### src/rtl/frame_buf_pkg.sv
// Shared definitions for the frame-buffer write path: command modes, writer states
// and the default virtual frame geometry used by both the writer and the VGA frame driver.
package frame_buf_pkg;

    localparam int VIRT_W_DEF = 160;
    localparam int VIRT_H_DEF = 120;
    localparam int ADDR_W_DEF = 15;
    localparam int DATA_W_DEF = 24;

    // One bit wider than the 8-bit command coordinates so x+w cannot wrap.
    localparam int COORD_W = 9;

    typedef enum logic [1:0] {
        MODE_PIXEL = 2'b00,
        MODE_RECT  = 2'b01,
        MODE_CLEAR = 2'b10,
        MODE_RSVD  = 2'b11
    } cmd_mode_e;

    typedef enum logic [2:0] {
        ST_IDLE,
        ST_SETUP,
        ST_WRITE,
        ST_GAP,
        ST_FINISH
    } wr_state_e;

    function automatic logic [COORD_W-1:0] min_coord(input logic [COORD_W-1:0] a,
                                                     input logic [COORD_W-1:0] b);
        return (a < b) ? a : b;
    endfunction

endpackage

### src/rtl/rect_addr_gen.sv
// Row-major walker over a clipped rectangle: tracks the current column/row and the
// running row base address, and flags the final pixel of the rectangle.
module rect_addr_gen
    import frame_buf_pkg::*;
#(
    parameter int VIRT_W = VIRT_W_DEF,
    parameter int ADDR_W = ADDR_W_DEF
) (
    input  logic               clk_i,
    input  logic               rst_ni,
    input  logic               load_i,
    input  logic               step_i,
    input  logic [COORD_W-1:0] x_i,
    input  logic [COORD_W-1:0] y_i,
    input  logic [COORD_W-1:0] x_end_i,
    input  logic [COORD_W-1:0] y_end_i,
    output logic [ADDR_W-1:0]  addr_o,
    output logic               last_o
);

    logic [COORD_W-1:0] x_start_q;
    logic [COORD_W-1:0] x_end_q;
    logic [COORD_W-1:0] y_end_q;
    logic [COORD_W-1:0] cur_x_q;
    logic [COORD_W-1:0] cur_y_q;
    logic [ADDR_W-1:0]  row_base_q;
    logic               row_more;

    assign row_more = (cur_x_q + COORD_W'(1)) < x_end_q;
    assign last_o   = !row_more && ((cur_y_q + COORD_W'(1)) >= y_end_q);
    assign addr_o   = row_base_q + ADDR_W'(cur_x_q);

    always_ff @(posedge clk_i or negedge rst_ni) begin
        if (!rst_ni) begin
            x_start_q  <= '0;
            x_end_q    <= '0;
            y_end_q    <= '0;
            cur_x_q    <= '0;
            cur_y_q    <= '0;
            row_base_q <= '0;
        end else if (load_i) begin
            x_start_q  <= x_i;
            x_end_q    <= x_end_i;
            y_end_q    <= y_end_i;
            cur_x_q    <= x_i;
            cur_y_q    <= y_i;
            // The only multiply; afterwards rows advance by adding VIRT_W.
            row_base_q <= ADDR_W'(y_i) * ADDR_W'(VIRT_W);
        end else if (step_i) begin
            if (row_more) begin
                cur_x_q <= cur_x_q + COORD_W'(1);
            end else begin
                cur_x_q    <= x_start_q;
                cur_y_q    <= cur_y_q + COORD_W'(1);
                row_base_q <= row_base_q + ADDR_W'(VIRT_W);
            end
        end
    end

endmodule

### src/rtl/frame_buf_rect_writer.sv
// Command-driven pixel/rect/clear writer feeding the frame driver's write port with
// paced address/data/strobe triples.
//
//   state     | meaning
//   ----------+----------------------------------------------------------
//   ST_IDLE   | ready for a command
//   ST_SETUP  | resolve mode, clip rectangle, load the address walker
//   ST_WRITE  | issue one write (strobe appears on the next cycle)
//   ST_GAP    | pacing idle cycles between writes
//   ST_FINISH | raise done/err on the next cycle, then back to idle
module frame_buf_rect_writer
    import frame_buf_pkg::*;
#(
    parameter int VIRT_W = VIRT_W_DEF,
    parameter int VIRT_H = VIRT_H_DEF,
    parameter int ADDR_W = ADDR_W_DEF,
    parameter int DATA_W = DATA_W_DEF,
    parameter int WR_GAP = 1
) (
    input  logic              clk_i,
    input  logic              rst_ni,
    input  logic              cmd_valid_i,
    output logic              cmd_ready_o,
    input  logic [1:0]        cmd_mode_i,
    input  logic [7:0]        cmd_x_i,
    input  logic [7:0]        cmd_y_i,
    input  logic [7:0]        cmd_w_i,
    input  logic [7:0]        cmd_h_i,
    input  logic [DATA_W-1:0] cmd_color_i,
    input  logic              abort_i,
    output logic              busy_o,
    output logic              done_o,
    output logic              err_o,
    output logic [ADDR_W-1:0] wr_addr_o,
    output logic [DATA_W-1:0] wr_data_o,
    output logic              wr_en_o
);

    localparam int GAP_W = (WR_GAP > 1) ? $clog2(WR_GAP) : 1;
    localparam logic [GAP_W-1:0] GAP_LOAD = GAP_W'((WR_GAP > 0) ? WR_GAP - 1 : 0);

    wr_state_e          state_q, state_d;
    cmd_mode_e          mode_q;
    logic [7:0]         x_q, y_q, w_q, h_q;
    logic [DATA_W-1:0]  color_q;
    logic               err_flag_q, err_flag_d;
    logic [GAP_W-1:0]   gap_cnt_q, gap_cnt_d;
    logic               busy_q, done_q, err_q, wr_en_q;
    logic [ADDR_W-1:0]  wr_addr_q;
    logic [DATA_W-1:0]  wr_data_q;

    logic               accept, issue, gen_load, gen_last;
    logic [ADDR_W-1:0]  gen_addr;
    logic [COORD_W-1:0] eff_x, eff_y, eff_w, eff_h, x_end, y_end;
    logic               setup_err, setup_empty;

    always_comb begin
        eff_x = {1'b0, x_q};
        eff_y = {1'b0, y_q};
        eff_w = {1'b0, w_q};
        eff_h = {1'b0, h_q};
        case (mode_q)
            MODE_PIXEL: begin
                eff_w = COORD_W'(1);
                eff_h = COORD_W'(1);
            end
            MODE_CLEAR: begin
                eff_x = '0;
                eff_y = '0;
                eff_w = COORD_W'(VIRT_W);
                eff_h = COORD_W'(VIRT_H);
            end
            default: ;
        endcase
    end

    assign x_end       = min_coord(eff_x + eff_w, COORD_W'(VIRT_W));
    assign y_end       = min_coord(eff_y + eff_h, COORD_W'(VIRT_H));
    assign setup_err   = (mode_q == MODE_RSVD) || (eff_x >= COORD_W'(VIRT_W))
                         || (eff_y >= COORD_W'(VIRT_H));
    assign setup_empty = (eff_w == '0) || (eff_h == '0);

    always_comb begin
        state_d    = state_q;
        err_flag_d = err_flag_q;
        gap_cnt_d  = gap_cnt_q;
        accept     = 1'b0;
        issue      = 1'b0;
        gen_load   = 1'b0;
        case (state_q)
            ST_IDLE: begin
                // busy_q lingers one cycle after FINISH so ready matches the registered view.
                if (cmd_valid_i && !busy_q) begin
                    accept  = 1'b1;
                    state_d = ST_SETUP;
                end
            end
            ST_SETUP: begin
                err_flag_d = setup_err;
                if (setup_err || setup_empty) begin
                    state_d = ST_FINISH;
                end else begin
                    gen_load = 1'b1;
                    state_d  = ST_WRITE;
                end
            end
            ST_WRITE: begin
                if (abort_i) begin
                    state_d = ST_FINISH;
                end else begin
                    issue = 1'b1;
                    if (gen_last) begin
                        state_d = ST_FINISH;
                    end else if (WR_GAP > 0) begin
                        state_d   = ST_GAP;
                        gap_cnt_d = GAP_LOAD;
                    end
                end
            end
            ST_GAP: begin
                if (abort_i) begin
                    state_d = ST_FINISH;
                end else if (gap_cnt_q == '0) begin
                    state_d = ST_WRITE;
                end else begin
                    gap_cnt_d = gap_cnt_q - GAP_W'(1);
                end
            end
            ST_FINISH: begin
                err_flag_d = 1'b0;
                state_d    = ST_IDLE;
            end
            default: state_d = ST_IDLE;
        endcase
    end

    rect_addr_gen #(
        .VIRT_W (VIRT_W),
        .ADDR_W (ADDR_W)
    ) u_addr_gen (
        .clk_i   (clk_i),
        .rst_ni  (rst_ni),
        .load_i  (gen_load),
        .step_i  (issue),
        .x_i     (eff_x),
        .y_i     (eff_y),
        .x_end_i (x_end),
        .y_end_i (y_end),
        .addr_o  (gen_addr),
        .last_o  (gen_last)
    );

    always_ff @(posedge clk_i or negedge rst_ni) begin
        if (!rst_ni) begin
            state_q    <= ST_IDLE;
            mode_q     <= MODE_PIXEL;
            x_q        <= '0;
            y_q        <= '0;
            w_q        <= '0;
            h_q        <= '0;
            color_q    <= '0;
            err_flag_q <= 1'b0;
            gap_cnt_q  <= '0;
            busy_q     <= 1'b0;
            done_q     <= 1'b0;
            err_q      <= 1'b0;
            wr_en_q    <= 1'b0;
            wr_addr_q  <= '0;
            wr_data_q  <= '0;
        end else begin
            state_q    <= state_d;
            err_flag_q <= err_flag_d;
            gap_cnt_q  <= gap_cnt_d;
            if (accept) begin
                mode_q  <= cmd_mode_e'(cmd_mode_i);
                x_q     <= cmd_x_i;
                y_q     <= cmd_y_i;
                w_q     <= cmd_w_i;
                h_q     <= cmd_h_i;
                color_q <= cmd_color_i;
            end
            busy_q  <= (state_d != ST_IDLE) || (state_q == ST_FINISH);
            done_q  <= (state_q == ST_FINISH);
            err_q   <= (state_q == ST_FINISH) && err_flag_q;
            wr_en_q <= issue;
            if (issue) begin
                wr_addr_q <= gen_addr;
                wr_data_q <= color_q;
            end
        end
    end

    assign cmd_ready_o = !busy_q;
    assign busy_o      = busy_q;
    assign done_o      = done_q;
    assign err_o       = err_q;
    assign wr_en_o     = wr_en_q;
    assign wr_addr_o   = wr_addr_q;
    assign wr_data_o   = wr_data_q;

endmodule

### config.mk
export PLATFORM = sky130hd
export DESIGN_NAME = frame_buf_rect_writer
export DESIGN_NICKNAME = d
export VERILOG_FILES = /design/src/rtl/frame_buf_pkg.sv /design/src/rtl/rect_addr_gen.sv /design/src/rtl/frame_buf_rect_writer.sv
export SDC_FILE = /design/constraint.sdc
export NUM_CORES = 1
export LEC_CHECK = 0
export CAP_MARGIN = 25
export CORE_ASPECT_RATIO = 0.5
export CORE_MARGIN = 4
export CORE_UTILIZATION = 30
export DETAILED_ROUTE_END_ITERATION = 12
export SLEW_MARGIN = 30
export SYNTH_ARGS = -nofsm -noshare
export SYNTH_HDL_FRONTEND = slang
export SYNTH_HIERARCHICAL = 1
export SYNTH_SLANG_ARGS = --single-unit
### constraint.sdc
create_clock -name clk_i -period 3.3 [get_ports clk_i]
set_input_delay 0.33 -clock clk_i [delete_from_list [all_inputs] [get_ports clk_i]]
set_output_delay 0.33 -clock clk_i [all_outputs]
set_load 0.02 [all_outputs]
==> impl_results.md <==
- Status: complete, no violations
- Area Growth Syn to Fin: 25.9%
- Number of synthesized register bits: 160
- Design Area, Final: 11100 um2
- Die H: 129 um
- Adder-cell area share of the yosys netlist: 8.08%
- Worst setup EP type: flip-flop
- RSZ-0062 raised after global routing: false
- Synth async-reset ratio: 100%
- First-pass GRT wire length: 35200 um
- IO Pins: 106
- Power density cells: 1130 nW/um2
- Final GP Congestion: 0.882
- Largest net degree at the start of global routing: 50
- PortBufs: 105
- WS Path Type: flip-flop to flip-flop
- CTS Buf Count: 17
- Pre-CTS setup slack: 27.2 ps
- Residual DRC count: 0
- Total Wirelength: 21500 um
- Peak supply drop: 0.000397 V
- GR Overflow Total: 0
- Initial antenna violation count: 1
- Max-slew violations: 0
- First drt pass iteration count: 5
- CTS tree: yes
- Critical Path AT: 3430 ps
- Syn Std Cell Area: 8790 um2
- Sequential area share after synthesis: 45.5%
- Max FO, Critical Path: 8
- Worst slew pin tran: 592 ps
- Tcrit/Tclk final: 94.1%
- Tot GR Track Use: 13.7%
- Setup violations, final: 0
- Num Clock Sinks: 160
- Setup WS post-layout: 194 ps
- Fraction of layout cells with a size suffix above 1: 21.8%
- Psw: 5.12 mW
- Setup Skew: 10.7 ps
- Synth Warn #: 6
- Synth unique cells: 72
- Post-Synth XOR/XNOR Area: 3.59%
- Iter 0 DRT Violations: 368
- NumNets Final: 1043
- Number of synthesized flops with an enable pin: 0
- Sw Ratio: 40.8%
- Core box area: 28300 um2
- Power share of the combinational group: 55.8%
- Die area: 32300 um2
- Crit path time final: 3110 ps
- Mux share of post-synthesis cell area: 15.1%
- F_max: 322 MHz
- Final Util: 39.1%
- Critical Path Source Type: flip-flop
- P_int: 7.44 mW
- Mapped Cells: 808
- Clk buf depth: 2
- Total of max-cap violations: 0
- Largest family of logic cells by synthesized area: multiplexers
- Slew headroom: 60.2%
- Total number of vias: 6480
- Drt wl/cell: 16.2 um
- Vias per inst: 4.90
- Critical Path RT: 3630 ps
- Compound-cell area share of the yosys netlist: 11.5%
- H-Tree Level Count: 4
- Flop pwr share: 28.2%
- Worst-Skew Late Latency: 440 ps
- Clock share of power: 16.0%
- Row count: 43
- Flop-to-flop setup slack: 190 ps
- Area post-placement: 10400 um2
- Hold Path Class: primary input to async pin
- DP HPWL: 16000 um
- Root Driver: clkbuf_16
- Post-route ant nets: 0
- Hold Fails Final Rpt: 0
- Ys flop type: dfrtp_1
- Fin Setup TNS: 0 ps
- Vias in the first global route: 6668
- Syn avg cell area: 10.9 um2
- Clock transition at path regs: 70 ps
- Starting density of the core: 31.1%
- Pleak: 4.80 nW
- Die X: 250 um
- Simple-Gate Fraction of Synth Area: 12.9%
-- power groups by stage --
stage	combinational [mW]	sequential (mW)	clock, mW
final	7.00	3.54	2.01
after floorplan	4.73	3.65	0
after global placement	6.68	3.54	0
after CTS	6.91	3.55	2.08
after global routing	7.77	3.66	2.18
after detailed placement	6.86	3.57	0
-- metrics by stage --
step / cells / power (mW) / hold WS [ps]
4_1_cts: 1321 / 12.5 / 361
5_1_grt: 1322 / 13.6 / 374
3_3_place_gp: 1287 / 10.2 / 257
6_report: 1322 / 12.6 / 357
3_5_place_dp: 1287 / 10.4 / 258
2_1_floorplan: 814 / 8.37 / 34.4
-- sequential cells by signal (all words and copies together), names as in the netlist, 2 cells and up --
register,flops
color_q,24
h_q,8
mode_q,2
state_q,3
u_addr_gen/cur_x_q,9
u_addr_gen/cur_y_q,9
u_addr_gen/row_base_q,10
u_addr_gen/x_end_q,9
u_addr_gen/x_start_q,9
u_addr_gen/y_end_q,9
w_q,8
wr_addr_o,15
wr_data_o,24
x_q,8
y_q,8
-- kinds of logic after synthesis --
logic type,Yosys count
XOR/XNOR,36
multiplexers,119
AO/OA/AOI/OAI,150
flip-flops,160
AND/OR/NAND/NOR,218
other,1
adder cells (fa/ha/maj),55
buffers and inverters,69
-- metal layers --
layer	share of wire (%)	routed length, um	GRT usage, %	up-vias
met1	45	9560	16.9	3195
met3	4.0	868	3.61	23
met4	1.5	329	4.17	0
met2	50	10700	23.7	140
li1	-	-	-	3122
met5	0	0	0	-
-- synth_stat cells (4+ instances only) --
cell | instances | share of area (%)
dfrtp_1 | 160 | 46
mux2_2 | 108 | 14
a21oi_1 | 23 | 1.3
a22oi_1 | 8 | 0.68
xor2_1 | 14 | 1.4
a31oi_1 | 15 | 1.1
o21ai_1 | 13 | 0.74
buf_4 | 5 | 0.43
o21bai_1 | 4 | 0.34
buf_2 | 6 | 0.34
nor2b_1 | 4 | 0.28
buf_1 | 6 | 0.26
mux2i_1 | 11 | 1.3
xnor2_1 | 22 | 2.2
a21o_1 | 8 | 0.68
and3_1 | 4 | 0.28
ha_1 | 52 | 7.4
nor2_1 | 39 | 1.7
or3_2 | 4 | 0.34
nand2_1 | 67 | 2.9
o211ai_1 | 4 | 0.34
and2_1 | 31 | 2.2
or3_1 | 10 | 0.71
and2_2 | 4 | 0.34
nand2b_1 | 4 | 0.28
a211oi_1 | 6 | 0.51
o21ai_0 | 35 | 2.0
nand3_1 | 16 | 0.91
nand4_1 | 4 | 0.28
inv_1 | 30 | 1.3
clkbuf_1 | 20 | 0.85
nor4_1 | 7 | 0.50
-- cell type report --
class,instances,area [um2]
fill,2764,17200
multi-input combinational,585,4590
sequential,160,4000
timing repair buffer,131,1270
tap,382,478
clock buffer,19,453
clock inverter,13,151
inverter,31,116
antenna,1,2.50
-- layout by cell type, fill, tap and decap left out, types with 15 or more instances in the layout --
cell type / instances
dfrtp_1: 160
nor2_1: 38
xnor2_1: 22
clkbuf_16: 17
clkdlybuf4s50_1: 104
and2_1: 30
ha_1: 50
nand2_1: 67
buf_4: 23
nand3_1: 15
mux2_2: 108
a21oi_1: 21
o21ai_0: 35
inv_1: 30
a31oi_1: 15
-- final timing paths --
| kind | end | cells after the start | from |
|---|---|---|---|
| max | u_addr_gen/x_end_q[0]$_DFFE_PN0P_ | 12 | mode_q[0]$_DFFE_PN0P_ |
| min in group clk_i | color_q[22]$_DFFE_PN0P_ | 2 | cmd_color_i[22] |
| max in group asynchronous | wr_data_o[12]$_DFFE_PN0P_ | 3 | rst_ni |
| min reg2reg | wr_data_o[3]$_DFFE_PN0P_ | 1 | color_q[3]$_DFFE_PN0P_ |
| max reg2reg | u_addr_gen/x_end_q[0]$_DFFE_PN0P_ | 12 | mode_q[0]$_DFFE_PN0P_ |
| min | color_q[21]$_DFFE_PN0P_ | 2 | rst_ni |
-- worst max-delay path, stage by stage, from the launching register on --
cell	delay, ps
dfrtp_1	380
nand2b_4	180
buf_4	170
and2_1	200
ha_2	370
and3_4	210
a211oi_4	80
buf_4	160
a2111o_1	400
o211ai_1	190
a31oi_4	170
and2_2	220
mux2_2	260
-- what timing repair did --
action                     CTS  global route
hold endpoints to repair    35             0
pin swaps                    1             3
hold buffers                 1             0
setup endpoints to repair    1            16
buffers inserted             1             0
resized for setup            0            10
(Power assumes the default switching activity.)
